File: src/rtl/grizzly_pkg.sv
// Shared fetch-path types and widths.
package grizzly_pkg;

   localparam int unsigned ADDR_W = 16;
   localparam int unsigned DATA_W = 16;
   localparam logic [ADDR_W-1:0] RESET_VECTOR = 16'h0000;

   typedef struct packed {
      logic [ADDR_W-1:0] pc;
      logic [DATA_W-1:0] instr;
   } fetch_entry_t;

endpackage

File: src/rtl/fetch_queue.sv
// Synchronous FIFO of fetched {pc, instr} entries; flush wins over push/pop.
module fetch_queue
   import grizzly_pkg::*;
#(
   parameter int unsigned DEPTH = 2
) (
   input  logic                      clk,
   input  logic                      rst_n,
   input  logic                      push,
   input  fetch_entry_t              wdata,
   input  logic                      pop,
   input  logic                      flush,
   output fetch_entry_t              head_c,
   output logic                      full_c,
   output logic                      empty_c,
   output logic [$clog2(DEPTH):0]    count
);

   localparam int unsigned PTR_W = $clog2(DEPTH);
   localparam int unsigned CNT_W = PTR_W + 1;

   fetch_entry_t           mem [DEPTH];
   logic [PTR_W-1:0]       rd_ptr;
   logic [PTR_W-1:0]       wr_ptr;
   logic [CNT_W-1:0]       cnt;
   logic                   do_push;
   logic                   do_pop;

   assign full_c  = (cnt == CNT_W'(DEPTH));
   assign empty_c = (cnt == '0);
   assign head_c  = mem[rd_ptr];
   assign count   = cnt;

   // A push into a full queue is only legal alongside a pop (slot freed this edge).
   assign do_pop  = pop & ~empty_c;
   assign do_push = push & (~full_c | do_pop);

   always_ff @(posedge clk) begin
      if (!rst_n) begin
         rd_ptr <= '0;
         wr_ptr <= '0;
         cnt    <= '0;
         for (int i = 0; i < int'(DEPTH); i++) begin
            mem[i] <= '0;
         end
      end else if (flush) begin
         rd_ptr <= wr_ptr;
         cnt    <= '0;
      end else begin
         if (do_push) begin
            mem[wr_ptr] <= wdata;
            wr_ptr      <= wr_ptr + PTR_W'(1);
         end
         if (do_pop) begin
            rd_ptr <= rd_ptr + PTR_W'(1);
         end
         cnt <= cnt + CNT_W'(do_push) - CNT_W'(do_pop);
      end
   end

endmodule

File: src/rtl/fetch_unit.sv
// Instruction fetch: PC register, ROM address, fetch queue and decode handshake.
module fetch_unit #(
   parameter int unsigned      ADDR_W      = grizzly_pkg::ADDR_W,
   parameter int unsigned      DATA_W      = grizzly_pkg::DATA_W,
   parameter logic [ADDR_W-1:0] RESET_PC   = grizzly_pkg::RESET_VECTOR,
   parameter int unsigned      QUEUE_DEPTH = 2
) (
   input  logic                           Clk,
   input  logic                           ResetN,
   output logic [ADDR_W-1:0]              RomAddress,
   input  logic [DATA_W-1:0]              RomData,
   output logic [DATA_W-1:0]              Instr,
   output logic [ADDR_W-1:0]              InstrPc,
   output logic                           InstrValid,
   input  logic                           InstrReady,
   input  logic                           Redirect,
   input  logic [ADDR_W-1:0]              RedirectPc,
   input  logic                           Halt,
   output logic [$clog2(QUEUE_DEPTH):0]   QueueCount
);

   import grizzly_pkg::fetch_entry_t;

   logic [ADDR_W-1:0] pc;
   fetch_entry_t      wr_entry;
   fetch_entry_t      head;
   logic              full;
   logic              empty;
   logic              push;
   logic              pop;

   assign RomAddress = pc;
   assign InstrValid = ~empty;
   assign Instr      = head.instr;
   assign InstrPc    = head.pc;

   assign pop      = InstrValid & InstrReady;
   assign push     = ~Halt & ~Redirect & (~full | pop);
   assign wr_entry = '{pc: pc, instr: RomData};

   // Reset beats redirect; redirect beats halt and any fetch.
   always_ff @(posedge Clk) begin
      if (!ResetN) begin
         pc <= RESET_PC;
      end else if (Redirect) begin
         pc <= RedirectPc;
      end else if (push) begin
         pc <= pc + ADDR_W'(1);
      end
   end

   fetch_queue #(
      .DEPTH (QUEUE_DEPTH)
   ) u_queue (
      .clk     (Clk),
      .rst_n   (ResetN),
      .push    (push),
      .wdata   (wr_entry),
      .pop     (pop),
      .flush   (Redirect),
      .head_c  (head),
      .full_c  (full),
      .empty_c (empty),
      .count   (QueueCount)
   );

endmodule
File: config.mk
export PLATFORM = sky130hd
export DESIGN_NAME = fetch_unit
export DESIGN_NICKNAME = d
export VERILOG_FILES = /design/src/rtl/grizzly_pkg.sv /design/src/rtl/fetch_queue.sv /design/src/rtl/fetch_unit.sv
export SDC_FILE = /design/constraint.sdc
export NUM_CORES = 1
export LEC_CHECK = 0
export CAP_MARGIN = 20
export CORE_MARGIN = 5
export CORE_UTILIZATION = 54
export DETAILED_ROUTE_END_ITERATION = 8
export PLACE_DENSITY_LB_ADDON = 0.15
export SYNTH_ARGS = -nofsm -noshare
export SYNTH_HDL_FRONTEND = slang
export SYNTH_SLANG_ARGS = --single-unit
File: constraint.sdc
create_clock -name Clk -period 11.7 [get_ports Clk]
set_input_delay 1.755 -clock Clk [delete_from_list [all_inputs] [get_ports Clk]]
set_output_delay 1.755 -clock Clk [all_outputs]
set_load 0.01 [all_outputs]
==> flow_metrics.env, run 1 <==
export IMPL_status="finished clean"
export IMPL_synth_seq_cells=85
export IMPL_start_util_pct=54.5
export IMPL_min_to="RomAddress[14]"
export IMPL_cts_hold_buffers=0
export IMPL_synthDistinctLibCells=43
export IMPL_insertedDiodeCount=0
export IMPL_grt_usage_pct=18.5
export IMPL_grt_antenna_before_repair=0
export IMPL_top_layer_used="met4"
export IMPL_crit_type="input pin to register"
export IMPL_cts_max_level=3
export IMPL_cts_inserted_buffers=9
export IMPL_max_freq_ghz=0.217
export IMPL_dpl_hpwl_um=5170
export IMPL_slew_headroom_pct=35.7
export IMPL_syn_num_nets=345
export IMPL_synth_cell_area_um2=3890
export IMPL_min_period_over_period_pct=39.5
export IMPL_clockBufferDepth=2
export IMPL_hp_start="RomAddress[14]"
export IMPL_cts_setup_buffers=0
export IMPL_p_per_area_nw_per_um2=131
export IMPL_peakVddDrop_mv=0.0711
export IMPL_grt_pass1_wl_um=12500
export IMPL_rr_startpoint="u_queue.count[1]"
export IMPL_postCtsResizedCells=0
export IMPL_regToRegSetupSlack_ns=8.52
export IMPL_fin_worst_skew_ns=0.00683
export IMPL_grt_max_degree=34
export IMPL_timing_setup_tns_ns=0
export IMPL_overflow=0
export IMPL_cp_required_ns=11.61
export IMPL_yosysWarnings=0
export IMPL_period_needed_ns=4.62
export IMPL_postSynthAreaPerCell_um2=12.7
export IMPL_tritoncts="built"
export IMPL_worst_setup_path_start_kind="input pin"
export IMPL_wl_met2_um=3910
export IMPL_avgViaCountPerCell=5.24
export IMPL_coreArea_um2=7140
export IMPL_cp_max_fo=33
export IMPL_cts_root_buffer="clkbuf_8"
export IMPL_synth_edf_count=64
export IMPL_area_growth_pct=30.1
export IMPL_num_rows=31
export IMPL_wl_met1_um=3510
export IMPL_grt_pass1_vias=2524
export IMPL_clkLatencyLatePin_ns=0.34
export IMPL_io_buffer_count=87
export IMPL_synth_top_area_share_pct=49.4
export IMPL_final_hold_viol_count=0
export IMPL_finalCoreUtilization_pct=70.9
export IMPL_ys_flop_type="edfxtp_1"
export IMPL_die_w_um=94.9
export IMPL_rsz0062_at_grt="false"
export IMPL_clkSlewWorstSetupHoldPaths_ns=0.08
export IMPL_route_met3_wl_um=305
export IMPL_post_route_drc_count=0
export IMPL_nets=429
export IMPL_drt_total_wl_um=7840
export IMPL_finalMaxSlewViolations=0
export IMPL_end_kind="register"
export IMPL_yosysMostFrequentCell="and2_1"
export IMPL_setup_viol=0
export IMPL_async_flop_share_pct=0
export IMPL_wl_per_cell_um=15.9
export IMPL_vias=2578
export IMPL_r2r_end="u_queue.mem[1][7]"
export IMPL_first_pass_iters=4
export IMPL_syn_inst=305
export IMPL_rr_worst_depth=4
export IMPL_ys_top_cells_by_area="edfxtp_1 49%, dfxtp_1 11%, and2_1 11%, mux2_2 9.3%, xnor2_1 2.5%"
export IMPL_die_area_um2=9000
export IMPL_synth_area_leader_cell="edfxtp_1"
export IMPL_ios=88
export IMPL_clock_sinks=85
export IMPL_die_y_um=94.9
export IMPL_fin_hold_ws_ns=0.561
export IMPL_place_congestion=0.842
export IMPL_ant_nets=0
export IMPL_synthTopCellsByCount="67 x and2_1, 64 x edfxtp_1, 32 x mux2_2"
export IMPL_tightest_slew_ns=0.961
export IMPL_p_leak_nw=1.84
export IMPL_worstHoldPathCells=2
export IMPL_yosysSeqAreaShare_pct=60.2
export IMPL_max_cap_violations=0
export IMPL_crit_arrival_ns=4.53
export IMPL_layout_drive_gt1_share_pct=14.8
export IMPL_drt_iter0_drc=161
export IMPL_min_path_type="register to register"
-- report_power, final --
group,internal [mW],switching [mW],total [mW]
Combinational,0.0536,0.0381,0.0917
Clock,0.117,0.0986,0.215
Sequential,0.342,0.0123,0.354
Total,0.512,0.149,0.661
-- per-stage QoR --
| stage | power [mW] | instance area, um2 | setup WS (ns) | instances |
|---|---|---|---|---|
| final | 0.661 | 5060 | 7.08 | 492 |
| after global routing | 0.686 | 5060 | 6.73 | 492 |
| after CTS | 0.665 | 5060 | 7.04 | 492 |
| after detailed placement | 0.454 | 4860 | 6.66 | 477 |
| after global placement | 0.452 | 4860 | 6.76 | 477 |
| after floorplan | 0.401 | 3890 | 5.83 | 305 |
-- cells by family after synthesis --
logic type | count (synthesis) | share of synthesized area [%]
xor gates and xnor gates | 14 | 3.15
AOI/OAI and AO/OA | 35 | 5.21
buffers and inverters | 21 | 2.09
DFF | 85 | 60.2
adders and majority gates | 3 | 0.965
and+or+nand+nor | 113 | 18.6
muxes | 34 | 9.78
-- flip-flops by register name, indices dropped and copies added (netlist names), named ones only --
| signal | cells |
|---|---|
| u_queue.count | 2 |
| u_queue.wr_ptr | 1 |
| u_queue.rd_ptr | 1 |
| u_queue.mem | 64 |
| RomAddress | 16 |
-- layer usage --
layer  GRT usage (%)  vias up
met5               0        -
met4            7.93        0
met3            2.71       10
li1                -     1267
met2            30.6       57
met1            24.2     1244
-- critical path: stages --
cell	delay (ns)
clkdlybuf4s50_1	0.44
nor3b_2	0.81
nor2_1	0.21
and3_1	0.56
nand2b_2	0.74
-- layout by cell type (no fill, tap or decap), types with 4 or more instances in the layout --
cell             synthesis  layout
dfxtp_1                 21      21
nor4_1                   5       4
a21oi_1                 10      10
and2_1                  67      67
o21ai_0                 15      15
edfxtp_1                64      64
inv_1                    4       4
clkdlybuf4s50_1          0      87
mux2_2                  32      32
xnor2_1                 11      11
nand3_1                  4       4
nand2_1                  4       4
nor2_1                   4       4
clkbuf_8                 0       9
-- cell type report --
| type | count | area, um2 |
|---|---|---|
| Clock buffer | 9 | 124 |
| Clock inverter | 6 | 78.8 |
| Tap cell | 99 | 124 |
| Fill cell | 550 | 2080 |
| Timing Repair Buffer | 90 | 893 |
| Multi-Input combinational cell | 199 | 1480 |
| Inverter | 4 | 15.0 |
| Sequential cell | 85 | 2340 |
-- worst max-delay path by stage --
stage	startpoint	endpoint	slack [ns]
floorplan	Redirect	u_queue.mem[0][0]	5.83
global placement	InstrReady	u_queue.mem[1][4]	6.76
detailed placement	InstrReady	u_queue.mem[1][4]	6.66
CTS	InstrReady	u_queue.mem[1][25]	7.04
global route	InstrReady	u_queue.mem[1][13]	6.73
finish	InstrReady	u_queue.mem[1][7]	7.08
No activity file was read; power rests on OpenSTA's default activity.
==> run 2, diff against run 1 <==
Settings changed: CORE_UTILIZATION 54 to 50.
Clock period 11.7 ns to 4.6 ns, I/O delays scaled along.
==> run 2 against run 1 <==
Net effect: global-route usage down 1.5 points; critical endpoint is now InstrPc[7]; largest power group unchanged; sequential power rose to 2.6 times the previous value; wire length up 1.8%.
==> flow_metrics.env, run 2 (synthesis results as in run 1) <==
export IMPL_status="finished clean"
export IMPL_top_register="u_queue.mem"
export IMPL_num_rows=32
export IMPL_largest_reg_flops=64
export IMPL_clkLatencyLatePin_ns=0.35
export IMPL_slowest_stage="dfxtp_1"
export IMPL_grt_pass1_vias=2597
export IMPL_crit_type="register to output port"
export IMPL_crit_buf_inv=2
export IMPL_setup_viol=0
export IMPL_tightest_slew_ns=0.782
export IMPL_path_cells="buf_4, mux2_2, clkdlybuf4s50_1"
export IMPL_internal_power_mw=1.26
export IMPL_p_leak_nw=1.85
export IMPL_timing_setup_tns_ns=0
export IMPL_grt_pass1_wl_um=13000
export IMPL_cts_inserted_buffers=9
export IMPL_die_w_um=98.2
export IMPL_area_growth_pct=31.1
export IMPL_post_route_drc_count=0
export IMPL_vias=2581
export IMPL_cp_required_ns=3.91
export IMPL_regToRegSetupSlack_ns=2.07
export IMPL_cts_max_level=3
export IMPL_max_freq_ghz=0.328
export IMPL_clock_sinks=85
export IMPL_crit_arrival_ns=2.36
export IMPL_final_area_um2=5100
export IMPL_fin_worst_skew_ns=0.0126
export IMPL_min_period_over_period_pct=66.3
export IMPL_place_inst=484
export IMPL_rr_worst_depth=6
export IMPL_start_util_pct=50.9
export IMPL_dpl_hpwl_um=5450
export IMPL_clockBufferDepth=2
export IMPL_clkSlewWorstSetupHoldPaths_ns=0.09
export IMPL_finalCoreUtilization_pct=66.7
export IMPL_slowest_delay_ns=0.77
export IMPL_coreArea_um2=7650
export IMPL_worstHoldPathCells=2
export IMPL_p_sw_mw=0.395
export IMPL_cts_hold_buffers=0
export IMPL_overflow=0
export IMPL_finalMaxSlewViolations=0
export IMPL_first_pass_iters=4
export IMPL_hp_start="RomAddress[14]"
export IMPL_die_y_um=98.2
export IMPL_ant_nets=0
export IMPL_p_per_area_nw_per_um2=325
export IMPL_nets=433
export IMPL_r2r_end="u_queue.mem[1][4]"
export IMPL_dp_slack_ns=1.33
export IMPL_cts_root_buffer="clkbuf_8"
export IMPL_die_area_um2=9640
export IMPL_min_path_type="register to register"
export IMPL_final_cell_count_no_fill=500
export IMPL_setup_ws_ns=1.55
export IMPL_insertedDiodeCount=0
export IMPL_critical_path_top_delay_family="buffers and inverters"
export IMPL_final_hold_viol_count=0
export IMPL_peakVddDrop_mv=0.171
export IMPL_postCtsResizedCells=0
export IMPL_slew_headroom_pct=47.8
export IMPL_pwr_share_clk_pct=31.4
export IMPL_tritoncts="built"
export IMPL_placed_area_um2=4900
export IMPL_grt_usage_pct=16.9
export IMPL_period_needed_ns=3.05
export IMPL_wl_per_cell_um=16.0
export IMPL_drt_total_wl_um=7980
export IMPL_final_cell_mix="87 x clkdlybuf4s50_1, 67 x and2_1, 64 x edfxtp_1"
export IMPL_grt_max_degree=34
export IMPL_ios=88
export IMPL_p_comb_share_pct=14.1
export IMPL_end_kind="output port"
export IMPL_layout_drive_gt1_share_pct=16.3
export IMPL_rr_startpoint="u_queue.count[1]"
export IMPL_seqPwrFrac_pct=54.5
export IMPL_max_cap_violations=0
export IMPL_cts_setup_buffers=0
export IMPL_cp_max_fo=18
export IMPL_rsz0062_at_grt="false"
export IMPL_avgViaCountPerCell=5.16
export IMPL_drt_iter0_drc=95
export IMPL_worst_setup_path_start_kind="register"
export IMPL_final_common_cell="clkdlybuf4s50_1"
export IMPL_place_congestion=0.880
export IMPL_grt_antenna_before_repair=0
export IMPL_sw_frac_of_total_pct=23.8
export IMPL_io_buffer_count=87
export IMPL_min_to="RomAddress[14]"
==> run 2: metrics by stage <==
stage | power, mW | hold WS, ns
6_report | 1.66 | 0.569
5_1_grt | 1.73 | 0.614
4_1_cts | 1.67 | 0.561
3_5_place_dp | 1.16 | 0.549
3_3_place_gp | 1.15 | 0.542
2_1_floorplan | 1.02 | 0.533
==> run 2: power groups by stage <==
stage          clock network, mW  logic [mW]  registers (mW)
4_1_cts                    0.529       0.238           0.904
5_1_grt                    0.571       0.251           0.910
3_3_place_gp                   0       0.234           0.920
2_1_floorplan                  0       0.106           0.913
6_report                   0.520       0.233           0.904
3_5_place_dp                   0       0.236           0.921
==> run 2: tightest hold or removal path: cells and delay by family (launching register included) <==
kind | cells | cell delay (ns)
DFF | 1 | 0.37
AOI/OAI and AO/OA | 2 | 0.16
==> run 2: cell type report <==
class	count	area (um2)
clock buffer	10	128
clock inverter	6	70.1
fill	608	2550
inverter	4	15.0
multi-input combinational	199	1490
sequential	85	2340
tap	102	128
timing repair buffer	94	923
==> run 2: per-layer routing <==
layer	vias up	GRT usage (%)	wire, um
li1	1276	-	-
met1	1217	22.4	3580
met2	78	27.4	3880
met3	10	4.64	423
met4	0	5.04	87
met5	-	0	0
==> run 2: how the worst max path moves through the flow <==
| stage | from | to | slack [ns] | cells past startpoint |
|---|---|---|---|---|
| 5_1_grt | register | InstrPc[7] | 1.40 | 3 |
| 2_1_floorplan | Redirect | u_queue.mem[0][0] | 1.32 | 2 |
| 4_1_cts | register | InstrPc[10] | 1.48 | 3 |
| 6_report | register | InstrPc[7] | 1.55 | 3 |
| 3_5_place_dp | InstrReady | u_queue.mem[1][10] | 1.33 | 7 |
| 3_3_place_gp | InstrReady | u_queue.mem[1][0] | 1.37 | 7 |
